$ cat src/rtl/gf2_pkg.sv
// Shared constants, FSM state type and degree helper for the GF(2) polynomial divider.
package gf2_pkg;

   // Divisor field width and the dividend width of a full product (2*M-1).
   localparam int M  = 3;
   localparam int PW = 2 * M - 1;

   typedef enum logic [1:0] {
      IDLE = 2'd0,
      CALC = 2'd1,
      DONE = 2'd2
   } state_t;

   // Degree of a nonzero divisor polynomial; a zero divisor reports 0 and is
   // screened out before this value is ever used.
   function automatic logic [1:0] deg_of(input logic [M-1:0] p);
      if (p[2])
         return 2'd2;
      else if (p[1])
         return 2'd1;
      else
         return 2'd0;
   endfunction

endpackage

$ cat src/rtl/gf2_poly_div.sv
// Sequential GF(2) polynomial divider: 5-bit dividend by 3-bit divisor.
//
// Handshake: Start is a request that is only looked at while IDLE; D and B are
// captured on that same edge. There is no backpressure. Completion is a single
// cycle Done pulse, and Q/R/Err are valid from that cycle and hold until the
// next Done. Start raised while CALC or DONE is dropped, not queued.
//
// Each CALC cycle examines one dividend bit, from x^4 down to x^0, so the
// operation always takes five CALC cycles whatever the divisor degree.
module gf2_poly_div
   import gf2_pkg::*;
(
   input  logic          Clk,
   input  logic          Rst,
   input  logic          Start,
   input  logic [PW-1:0] D,
   input  logic [M-1:0]  B,
   output logic [PW-1:0] Q,
   output logic [M-2:0]  R,
   output logic          Busy,
   output logic          Done,
   output logic          Err,
   output state_t        fsm_state
);

   state_t        state;
   state_t        state_next;
   logic [PW-1:0] w;          // working remainder
   logic [PW-1:0] qw;         // working quotient
   logic [M-1:0]  bw;         // latched divisor
   logic [1:0]    dbw;        // latched divisor degree
   logic [2:0]    cnt;        // bit position examined this CALC cycle
   logic [2:0]    shift;
   logic [PW-1:0] w_step;
   logic [PW-1:0] qw_step;

   assign fsm_state = state;

   // State register.
   always_ff @(posedge Clk or posedge Rst) begin
      if (Rst)
         state <= IDLE;
      else
         state <= state_next;
   end

   // Next-state decode and the Busy/Done status outputs.
   always_comb begin
      state_next = state;
      Busy       = 1'b0;
      Done       = 1'b0;
      case (state)
         IDLE: begin
            if (Start)
               state_next = (B == '0) ? DONE : CALC;
         end
         CALC: begin
            Busy = 1'b1;
            if (cnt == 3'd0)
               state_next = DONE;
         end
         DONE: begin
            Done       = 1'b1;
            state_next = IDLE;
         end
         default: state_next = IDLE;
      endcase
   end

   // One long-division step: cancel bit cnt with the divisor aligned under it.
   always_comb begin
      shift   = cnt - {1'b0, dbw};
      w_step  = w;
      qw_step = qw;
      if ((cnt >= {1'b0, dbw}) && w[cnt]) begin
         w_step  = w ^ (PW'(bw) << shift);
         qw_step = qw | (PW'(1) << shift);
      end
   end

   // Working registers and the held result outputs.
   always_ff @(posedge Clk or posedge Rst) begin
      if (Rst) begin
         w   <= '0;
         qw  <= '0;
         bw  <= '0;
         dbw <= '0;
         cnt <= '0;
         Q   <= '0;
         R   <= '0;
         Err <= 1'b0;
      end else begin
         case (state)
            IDLE: begin
               if (Start) begin
                  if (B != '0) begin
                     w   <= D;
                     bw  <= B;
                     dbw <= deg_of(B);
                     qw  <= '0;
                     cnt <= 3'(PW - 1);
                  end else begin
                     Q   <= '0;
                     R   <= '0;
                     Err <= 1'b1;
                  end
               end
            end
            CALC: begin
               w  <= w_step;
               qw <= qw_step;
               if (cnt == 3'd0) begin
                  Q   <= qw_step;
                  R   <= w_step[M-2:0];
                  Err <= 1'b0;
               end else begin
                  cnt <= cnt - 3'd1;
               end
            end
            default: ;
         endcase
      end
   end

endmodule

$ cat config.mk
export PLATFORM = sky130hd
export DESIGN_NAME = gf2_poly_div
export DESIGN_NICKNAME = d
export VERILOG_FILES = /design/src/rtl/gf2_pkg.sv /design/src/rtl/gf2_poly_div.sv
export SDC_FILE = /design/constraint.sdc
export NUM_CORES = 1
export LEC_CHECK = 0
export BUFFER_PORTS_ARGS = -buffer_cell sky130_fd_sc_hd__buf_2
export CORE_UTILIZATION = 55
export CTS_CLUSTER_DIAMETER = 30
export CTS_CLUSTER_SIZE = 40
export DETAILED_ROUTE_END_ITERATION = 10
export PLACE_DENSITY = 0.81
export SYNTH_ARGS = -nofsm -noshare
export SYNTH_HDL_FRONTEND = slang
export SYNTH_SLANG_ARGS = --single-unit
$ cat constraint.sdc
create_clock -name Clk -period 4.9 [get_ports Clk]
set_input_delay 0.245 -clock Clk [delete_from_list [all_inputs] [get_ports Clk]]
set_output_delay 0.245 -clock Clk [all_outputs]
set_load 0.03 [all_outputs]
# [Word-level counts from Yosys, hierarchy flattened]
# Cells that the tools add are included.
[totals] inputBits=11 ff_bits=28
[classes] bitwise=2 n_addsub=2 n_reduce_logical=12 magnitude_cmp=2 shift=2 n_eq_ne=8 mux=34
[op_table] operator="5-bit 2-to-1 mux" n=9
[op_table] operator="5-bit case mux with 2 select lines" n=3
[op_table] operator="2-bit 2-to-1 mux" n=7
[op_table] operator="2-bit != test, second input constant" n=6
[op_table] operator="4-bit AND reduction" n=3
[op_table] operator="3-bit 2-to-1 mux" n=3
[op_table] operator="2-bit case mux with 2 select lines" n=2
[op_table] operator="1-bit 2-to-1 mux" n=7
[op_table] operator="3-bit zero test" n=2
[op_table] operator="3-bit case mux with 2 select lines" n=1
[op_table] operator="3-bit AND reduction" n=2
[op_table] operator="5-bit OR" n=1
[op_table] operator="1-bit by 3-bit left shift with 5-bit output, first input constant" n=1
[op_table] operator="3-bit by 3-bit left shift with 5-bit output" n=1
[op_table] operator="5-bit XOR" n=1
[op_table] operator="3-bit by 4-bit less-than comparator with 1-bit output, second input constant" n=1
[op_table] operator="1-bit binary-select mux with 3-bit select" n=1
[op_table] operator="3-bit by 2-bit >= comparator with 1-bit output" n=1
[op_table] operator="3-bit nonzero test" n=1
[op_table] operator="3-bit by 1-bit subtractor with 3-bit output, second input constant" n=1
[op_table] operator="3-bit by 2-bit subtractor with 3-bit output" n=1
[op_table] operator="2-bit by 1-bit == test with 1-bit output, second input constant" n=1
[op_table] operator="2-bit == test, second input constant" n=1
[op_table] operator="2-bit zero test" n=1
[op_table] operator="4 further kinds" n=4

# [Depth between registers and ports, before layout]
# Gate-level depths: netlist (run 1).
[logic_depth] ltp_word=6 ltp_mapped=10 mapped_depth_nobuf=9

# [Worst setup path after synthesis (run 1)]
# OpenSTA, ideal clock, no wires.
[synth_timing] path_kind="register to register" startpoint="register cnt[0]" endpoint="register w[4]" required_ps=4768 setup_ps=132 arrival_time_ps=2171 path_stages_with_launch=10 slack_ps=2597 n_path_buf=0 path_cell_list="dfrtp_1 inv_1 ha_1 inv_1 fa_1 xnor2_1 and3_1 a211oi_1 a211oi_1 o22ai_1"
[synth_between] elab_chain_len=5 word_cells_on_any_way=11 classes_between="add/sub (1); order compare (1); eq/ne (1); shift (1); mux (4); bitwise (1); reduce/logical (2)"
[synth_lines] item="start: declaration" line_no="gf2_poly_div.sv:32" rtl="logic [2:0] cnt;"
[synth_lines] item="start signal: assignment" line_no="gf2_poly_div.sv:101" rtl="cnt <= 3'(PW - 1);"
[synth_lines] item="start signal: assignment" line_no="gf2_poly_div.sv:117" rtl="cnt <= cnt - 3'd1;"
[synth_lines] item="3-bit by 2-bit subtractor with 3-bit output or 1-bit binary-select mux with 3-bit select (tied branches)" line_no="gf2_poly_div.sv:72, gf2_poly_div.sv:75"
[synth_lines] item="3-bit by 3-bit left shift with 5-bit output or 1-bit 2-to-1 mux (tied branches)" line_no="gf2_poly_div.sv:76, gf2_poly_div.sv:75"
[synth_lines] item="5-bit XOR or 1-bit logical AND (tied branches)" line_no="gf2_poly_div.sv:76, gf2_poly_div.sv:75"
[synth_lines] item="5-bit 2-to-1 mux or 2-bit != test (tied branches)"
[synth_lines] item="5-bit case mux with 2 select lines or 4-bit AND reduction (tied branches)"
[synth_lines] item="end signal: assignment" line_no="gf2_poly_div.sv:110" rtl="w <= w_step;"
[synth_lines] item="end: declaration" line_no="gf2_poly_div.sv:28" rtl="logic [PW-1:0] w;"
# Several ways; a longest one is shown, not always the timed one. The select of a mux whose other input is x is not followed.
# A chain may end at the register's enable or synchronous reset.

# [Worst setup path after layout (run 1)]
# Ends and elaborated chain as after synthesis.

==> results_dict.tcl, run 1 <==
set metrics [dict create \
    status "finished clean" \
    finalSetupTns_ns 0 \
    die_area_sq_um 3160 \
    diodes 0 \
    hpwl_microns 2740 \
    first_global_vias 1367 \
    skew_ns 0.00636 \
    final_common_cell "dfrtp_1" \
    ys_warn_count 0 \
    finalSetupViolations 0 \
    h-tree-depth 1 \
    critPathMaxFanout 9 \
    hold_viol_final 0 \
    avgSynthCellArea_sq_um 9.12 \
    layout_common_cells "27 x dfrtp_1, 22 x buf_2, 21 x nand2_1" \
    rsz0062_at_grt "false" \
    synth_edf_count 0 \
    synth_cell_types 47 \
    critPathSlowestCell "xnor2_1" \
    cap_viol_max_count 0 \
    cts_buffers 3 \
    crit_type "reg -> reg" \
    antenna_found_initial 0 \
    cp_cell_sequence "inv_1 > ha_1 > inv_1 > fa_1 > xnor2_1 > and3_1 > a211oi_1 > a211oi_1 > o22ai_1" \
    slew_headroom_pct 33.4 \
    cts_setup_buffers 0 \
    drc 0 \
    hp-class "in -> async" \
    vias_per_cell 6.28 \
    wirelength_microns 3760 \
    syn_to_final_growth_pct 7.91 \
    gr-total-overflow 0 \
    async_reset_ff_share_pct 100 \
    antenna_left 0 \
    drive_above_1_share_pct 18.5 \
    fin_crit_sh_pct 54.0 \
    slowest_delay_ns 0.59 \
    start_util_pct 58.5 \
    cts_resized 0 \
    grt_pass1_wl_microns 6380 \
    synth_nets 193 \
    clockBufferDepth 2 \
    startpoint "cnt[0]" \
    dr_total_vias 1420 \
    grt_usage_pct 26.1 \
    yosysSeqAreaShare_pct 41.9 \
    cp.required_ns 5.12 \
    wire_per_inst_microns 16.6 \
    clock-sinks 27 \
    ff2ff_path_depth 9 \
    io_buffers 22 \
    cts_tree "yes" \
    end_kind "register" \
    min_period_ns 2.65 \
    root_buffer "clkbuf_4" \
    stdcell_count 226 \
    place.gp.congestion 0.928 \
    cts.hold.buffers_added 0 \
    synth-seq-cells 27 \
    worst-endpoint-arrival_ns 2.87 \
    syn_inst 177 \
    core_area_sq_um 2760 \
    final-max-slew-violation-count 0 \
    first_iter_violations 55 \
    crit_path_start_kind "register" \
    clk_pin_slew_ns 0.14 \
    clkLatencyLatePin_ns 0.33 \
    die_w_microns 56.2 \
    dieHeight_microns 56.2 \
    synthesis.area_sq_um 1610 \
    layout.nets 212 \
    tightest_slew_ns 0.998 \
    pin_count 23 \
    dp_cells 222 \
    max_freq_mhz 378 \
    rows 19 \
    synthFlopType "dfrtp_1" \
    dr.pass1.iters 4 \
    grt_max_degree 28 \
    r2r-start "cnt[0]" \
]
cell type report:
type	instances	area [sq um]
Fill cell	254	1020
Multi-Input combinational cell	130	846
Sequential cell	27	676
Timing Repair Buffer	22	110
Inverter	12	45.0
Tap cell	31	38.8
Clock buffer	4	26.3
through the flow:
step                cell area [sq um]  setup slack [ns]  hold slack (ns)  util, %
floorplan                        1610              2.60            0.298        -
global placement                 1720              2.46            0.463     62.2
detailed placement               1720              2.31            0.475     62.2
CTS                              1740              2.27            0.120     63.2
global route                     1740              2.07            0.139     63.2
finish                           1740              2.25            0.123     63.2
cell usage after synthesis, types with 3 or more instances:
master	count	area, sq um
a211oi_1	4	30.0
a21oi_1	5	25.0
a31oi_1	6	37.5
a32oi_1	4	35.0
clkbuf_1	4	15.0
dfrtp_1	27	676
ha_1	4	50.1
inv_1	9	33.8
nand2_1	21	78.8
nand2b_1	5	31.3
nand3_1	9	45.0
nor2_1	15	56.3
nor2b_1	3	18.8
nor3_1	8	40.0
o21ai_0	4	20.0
o21ai_1	5	25.0
o22ai_1	3	18.8
state kept, by name, indices dropped and copies added, names as in the netlist:
register	count
Q	5
qw	5
w	5
bw	3
cnt	3
R	2
fsm_state	2
Err	1
dbw	1
layer usage:
layer  wire length [microns]  vias up  GRT usage [%]
li1                        -      677              -
met2                    1880       52           43.5
met5                       0        -              0
met3                     217        6           5.12
met4                      55        0           8.36
met1                    1610      685           34.3
worst max-delay path, delay by kind of cell, from the launching register on:
family,cells,cell delay [ns]
xor+xnor,1,0.59
simple gates,1,0.30
compound gates,3,0.43
buf+inv,2,0.19
fa+ha+maj,2,0.59
flops,1,0.44
logic make-up (layout without fill, tap and decap cells):
| group | Yosys count | count (layout) | synth area share, % |
|---|---|---|---|
| muxes | 4 | 4 | 3.41 |
| and+or+nand+nor | 71 | 71 | 20.9 |
| adders and majority gates | 5 | 5 | 4.34 |
| xor gates and xnor gates | 2 | 2 | 1.09 |
| buffers and inverters | 20 | 38 | 5.74 |
| AOI/OAI and AO/OA | 48 | 48 | 22.6 |
| DFF | 27 | 27 | 41.9 |
final timing paths:
| path | endpoint | slack (ns) |
|---|---|---|
| max | w[4] | 2.25 |
| min | qw[1] | 0.12 |
| max reg2reg | w[4] | 2.25 |
| min reg2reg | Q[2] | 0.51 |
| max in group asynchronous | dbw[0] | 4.17 |
| min in group Clk | bw[0] | 0.13 |
Power of run 1 is left out: the tool's default activity adds up to more than one toggle a clock period on the data nets, which glitch-free logic cannot reach.
==> run 2, diff against run 1 <==
--- a/config.mk
+++ b/config.mk
@@ -5,12 +5,13 @@
 export SDC_FILE = /design/constraint.sdc
 export NUM_CORES = 1
 export LEC_CHECK = 0
+export ABC_AREA = 1
 export BUFFER_PORTS_ARGS = -buffer_cell sky130_fd_sc_hd__buf_2
-export CORE_UTILIZATION = 55
+export CORE_UTILIZATION = 51
 export CTS_CLUSTER_DIAMETER = 30
 export CTS_CLUSTER_SIZE = 40
 export DETAILED_ROUTE_END_ITERATION = 10
-export PLACE_DENSITY = 0.81
+export PLACE_DENSITY = 0.79
 export SYNTH_ARGS = -nofsm -noshare
 export SYNTH_HDL_FRONTEND = slang
 export SYNTH_SLANG_ARGS = --single-unit
==> constraint.sdc (replaced) <==
create_clock -name Clk -period 2.36 [get_ports Clk]
set_input_delay 0.118 -clock Clk [delete_from_list [all_inputs] [get_ports Clk]]
set_output_delay 0.118 -clock Clk [all_outputs]
set_load 0.03 [all_outputs]
==> run 2 against run 1 <==
  * The flow now finishes with violations (negative hold slack)
  * Global-route usage down 4.6 points
  * Design area up 8.2%
  * Largest cell class unchanged
  * Critical endpoint unchanged
  * Clock skew up 0.0095 ns
  * Area after synthesis up 5.9%
  * Fmax up 21%
  * Core utilization down 2.9 points
  * Register-to-register slack worse by 2.1 ns
  * Worst setup slack worse by 2.1 ns
  * Non-clock buffer count up 5
==> results_dict.tcl, run 2 <==
set metrics [dict create \
    finalSetupViolations 0 \
    whs_path_depth 2 \
    skew_ns 0.0159 \
    end_kind "register" \
    crit_path_start_kind "register" \
    grt_util_met2_pct 34.3 \
    async_reset_ff_share_pct 100 \
    cts_tree "yes" \
    yosys-top-cells-area "dfrtp_1 40%, nand2_1 18%, nand3_1 8.5%, inv_1 5.1%, o21ai_0 4.1%" \
    synth_top_family_by_area "simple AND/OR/NAND/NOR gates" \
    die_area_sq_um 3590 \
    critPathMaxFanout 7 \
    hold_viol_final 1 \
    start_util_pct 54.6 \
    power_density_nw_per_um2 1600 \
    first_global_vias 1344 \
    rsz0062_at_grt "false" \
    synth-seq-cells 27 \
    r2r-start "cnt[0]" \
    final_common_cell "nand2_1" \
    synth_cell_types 29 \
    regArea_sq_um 676 \
    grt_usage_pct 21.5 \
    antenna_found_initial 0 \
    wire_per_inst_microns 11.4 \
    synthFlopType "dfrtp_1" \
    clkLatencyLatePin_ns 0.33 \
    cts_buffers 3 \
    synth_nets 250 \
    ir_drop_mv 0.682 \
    die_w_microns 59.9 \
    dr.pass1.iters 4 \
    clockBufferDepth 2 \
    fin_crit_sh_pct 92.4 \
    first_iter_violations 52 \
    reg2reg_setup_slack_ns 0.18 \
    cp_cell_sequence "inv_1 > ha_1 > inv_1 > fa_1 > nor2_1 > or2_1 > nand2_1 > nand2_1 > nand2_1 > nor2_1 > nor2_1 > nor2_1" \
    synth_common_cells "81 x nand2_1, 29 x nand3_1, 27 x dfrtp_1" \
    cpMostUsedCell "nor2_1" \
    drive_above_1_share_pct 17.4 \
    finalSetupTns_ns 0 \
    clock-sinks 27 \
    synthXorXnorAreaFrac_pct 0.512 \
    hpwl_microns 2680 \
    synth_top_cell_by_area "dfrtp_1" \
    rows 20 \
    cp.required_ns 2.59 \
    crit_type "reg -> reg" \
    synth.most_common_cell "nand2_1" \
    finalWorstSetupSlack_ns 0.178 \
    yosys.area_share.simple_pct 38.0 \
    whs_endpoint "dbw[0]" \
    grt_max_degree 28 \
    h-tree-depth 1 \
    failed_checks "negative hold slack" \
    slowest_delay_ns 0.62 \
    synth_top_area_share_pct 39.5 \
    gr-usage-met1_pct 29.5 \
    status "finished with violations" \
    syn_to_final_growth_pct 10.2 \
    dieHeight_microns 59.9 \
    diodes 0 \
    root_buffer "clkbuf_4" \
    max_freq_mhz 458 \
    ff2ff_path_depth 12 \
    tightest_slew_ns 0.393 \
    cap_viol_max_count 0 \
    gr-total-overflow 0 \
    post_synth_fa_ha_maj_area_fraction_pct 4.10 \
    synth_edf_count 0 \
    path_delay_family "adder cells" \
    layout_common_cells "81 x nand2_1, 29 x nand3_1, 27 x dfrtp_1" \
    synthMuxAreaShare_pct 0 \
    worst-path-buf-inv 2 \
    min_period_ns 2.18 \
    pin_count 23 \
    multi_input_area_sq_um 866 \
    reg_top3 "Q: 5 flops, qw: 5 flops, w: 5 flops" \
    avgSynthCellArea_sq_um 7.30 \
    dr_total_vias 1538 \
    slew_headroom_pct 73.8 \
    place.gp.congestion 0.840 \
    vias_per_cell 5.09 \
    grt_pass1_wl_microns 5840 \
    hold_start "B[2]" \
    drc 0 \
    clk_pin_slew_ns 0.16 \
    rr_endpoint "w[4]" \
    hp-class "in -> reg" \
    yosysSeqAreaShare_pct 39.5 \
    p_leak_nw 1.00 \
    ys_warn_count 0 \
    syn_inst 234 \
    wirelength_microns 3450 \
    critPathSlowestCell "fa_1" \
    grt_most_used_layer "met2" \
    dp_slack_ns 0.190 \
    grt.met3_usage_pct 4.98 \
    synth-compound-area-share_pct 8.05 \
    layout.nets 275 \
    final-max-slew-violation-count 0 \
    worst-endpoint-arrival_ns 2.41 \
    antenna_left 0 \
    synthesis.area_sq_um 1710 \
    hold-worst-slack_ns -0.000673 \
    io_buffers 22 \
    core_area_sq_um 3130 \
    filler_cell_count 308 \
]
run 2: cell types whose count changed in the layout (fill, tap and decap cells not counted), moves of 5 or more:
cell	delta
a31oi_1	-6
inv_1	+13
nand2_1	+60
nand2b_1	-5
nand3_1	+20
nor3_1	-8
o21ai_0	+10
run 2: area by class of cell:
cell class,count,share of cell area [%]
Sequential cell,27,35.9
Clock buffer,3,1.20
Timing Repair Buffer,27,8.10
Multi-Input combinational cell,174,45.9
Inverter,26,5.58
Tap cell,44,2.92
Clock inverter,1,0.398
run 2: worst max-delay path by stage:
stage / cells past startpoint / slack, ns / endpoint / from
final: 12 / 0.18 / w[4] / cnt[0]
after global routing: 12 / 0.04 / w[4] / cnt[0]
after CTS: 11 / 0.16 / w[3] / cnt[0]
after detailed placement: 11 / 0.19 / w[3] / cnt[0]
after global placement: 11 / 0.27 / w[3] / cnt[0]
after floorplan: 11 / 0.27 / w[3] / cnt[0]
run 2: cell families (layout without fill, tap and decap cells):
family / Yosys count / in the layout
adders and majority gates: 5 / 5
AOI/OAI and AO/OA: 26 / 26
xor gates and xnor gates: 1 / 1
DFF: 27 / 27
and+or+nand+nor: 142 / 142
buffers and inverters: 33 / 57
run 2: per-stage QoR:
stage | power (W) | utilization (%) | hold slack [ns] | std cells | cell area [sq um]
6_report | 0.00302 | 60.2 | -0.000673 | 302 | 1880
5_1_grt | 0.00332 | 60.2 | 0.0194 | 302 | 1880
4_1_cts | 0.00301 | 60.2 | 0.000102 | 302 | 1880
3_5_place_dp | 0.00280 | 58.6 | 0.191 | 296 | 1830
3_3_place_gp | 0.00275 | 58.6 | 0.190 | 296 | 1830
2_1_floorplan | 0.00247 | - | 0.171 | 234 | 1710
run 2: worst register-to-register path: stages (launching register included):
cell	delay [ns]
dfrtp_1	0.44
inv_1	0.09
ha_1	0.16
inv_1	0.07
fa_1	0.62
nor2_1	0.12
or2_1	0.25
nand2_1	0.06
nand2_1	0.04
nand2_1	0.05
nor2_1	0.04
nor2_1	0.09
nor2_1	0.04
run 2: power by group:
group          internal, W  switching (W)
clock            0.0000649       0.000140
sequential        0.000671       0.000178
combinational     0.000624        0.00134
run 2: repair_timing:
action,CTS,global route
resized for setup,0,1
buffers inserted,0,0
hold endpoints to repair,28,0
hold buffers,2,0
endpoints found under the setup margin,0,1
run 2: metal layers:
metal / up-vias / wire [microns]
met5: - / 0
met4: 0 / 71
met3: 8 / 128
met2: 34 / 1590
met1: 698 / 1660
li1: 798 / -
Power figures use the tool's default switching activity.
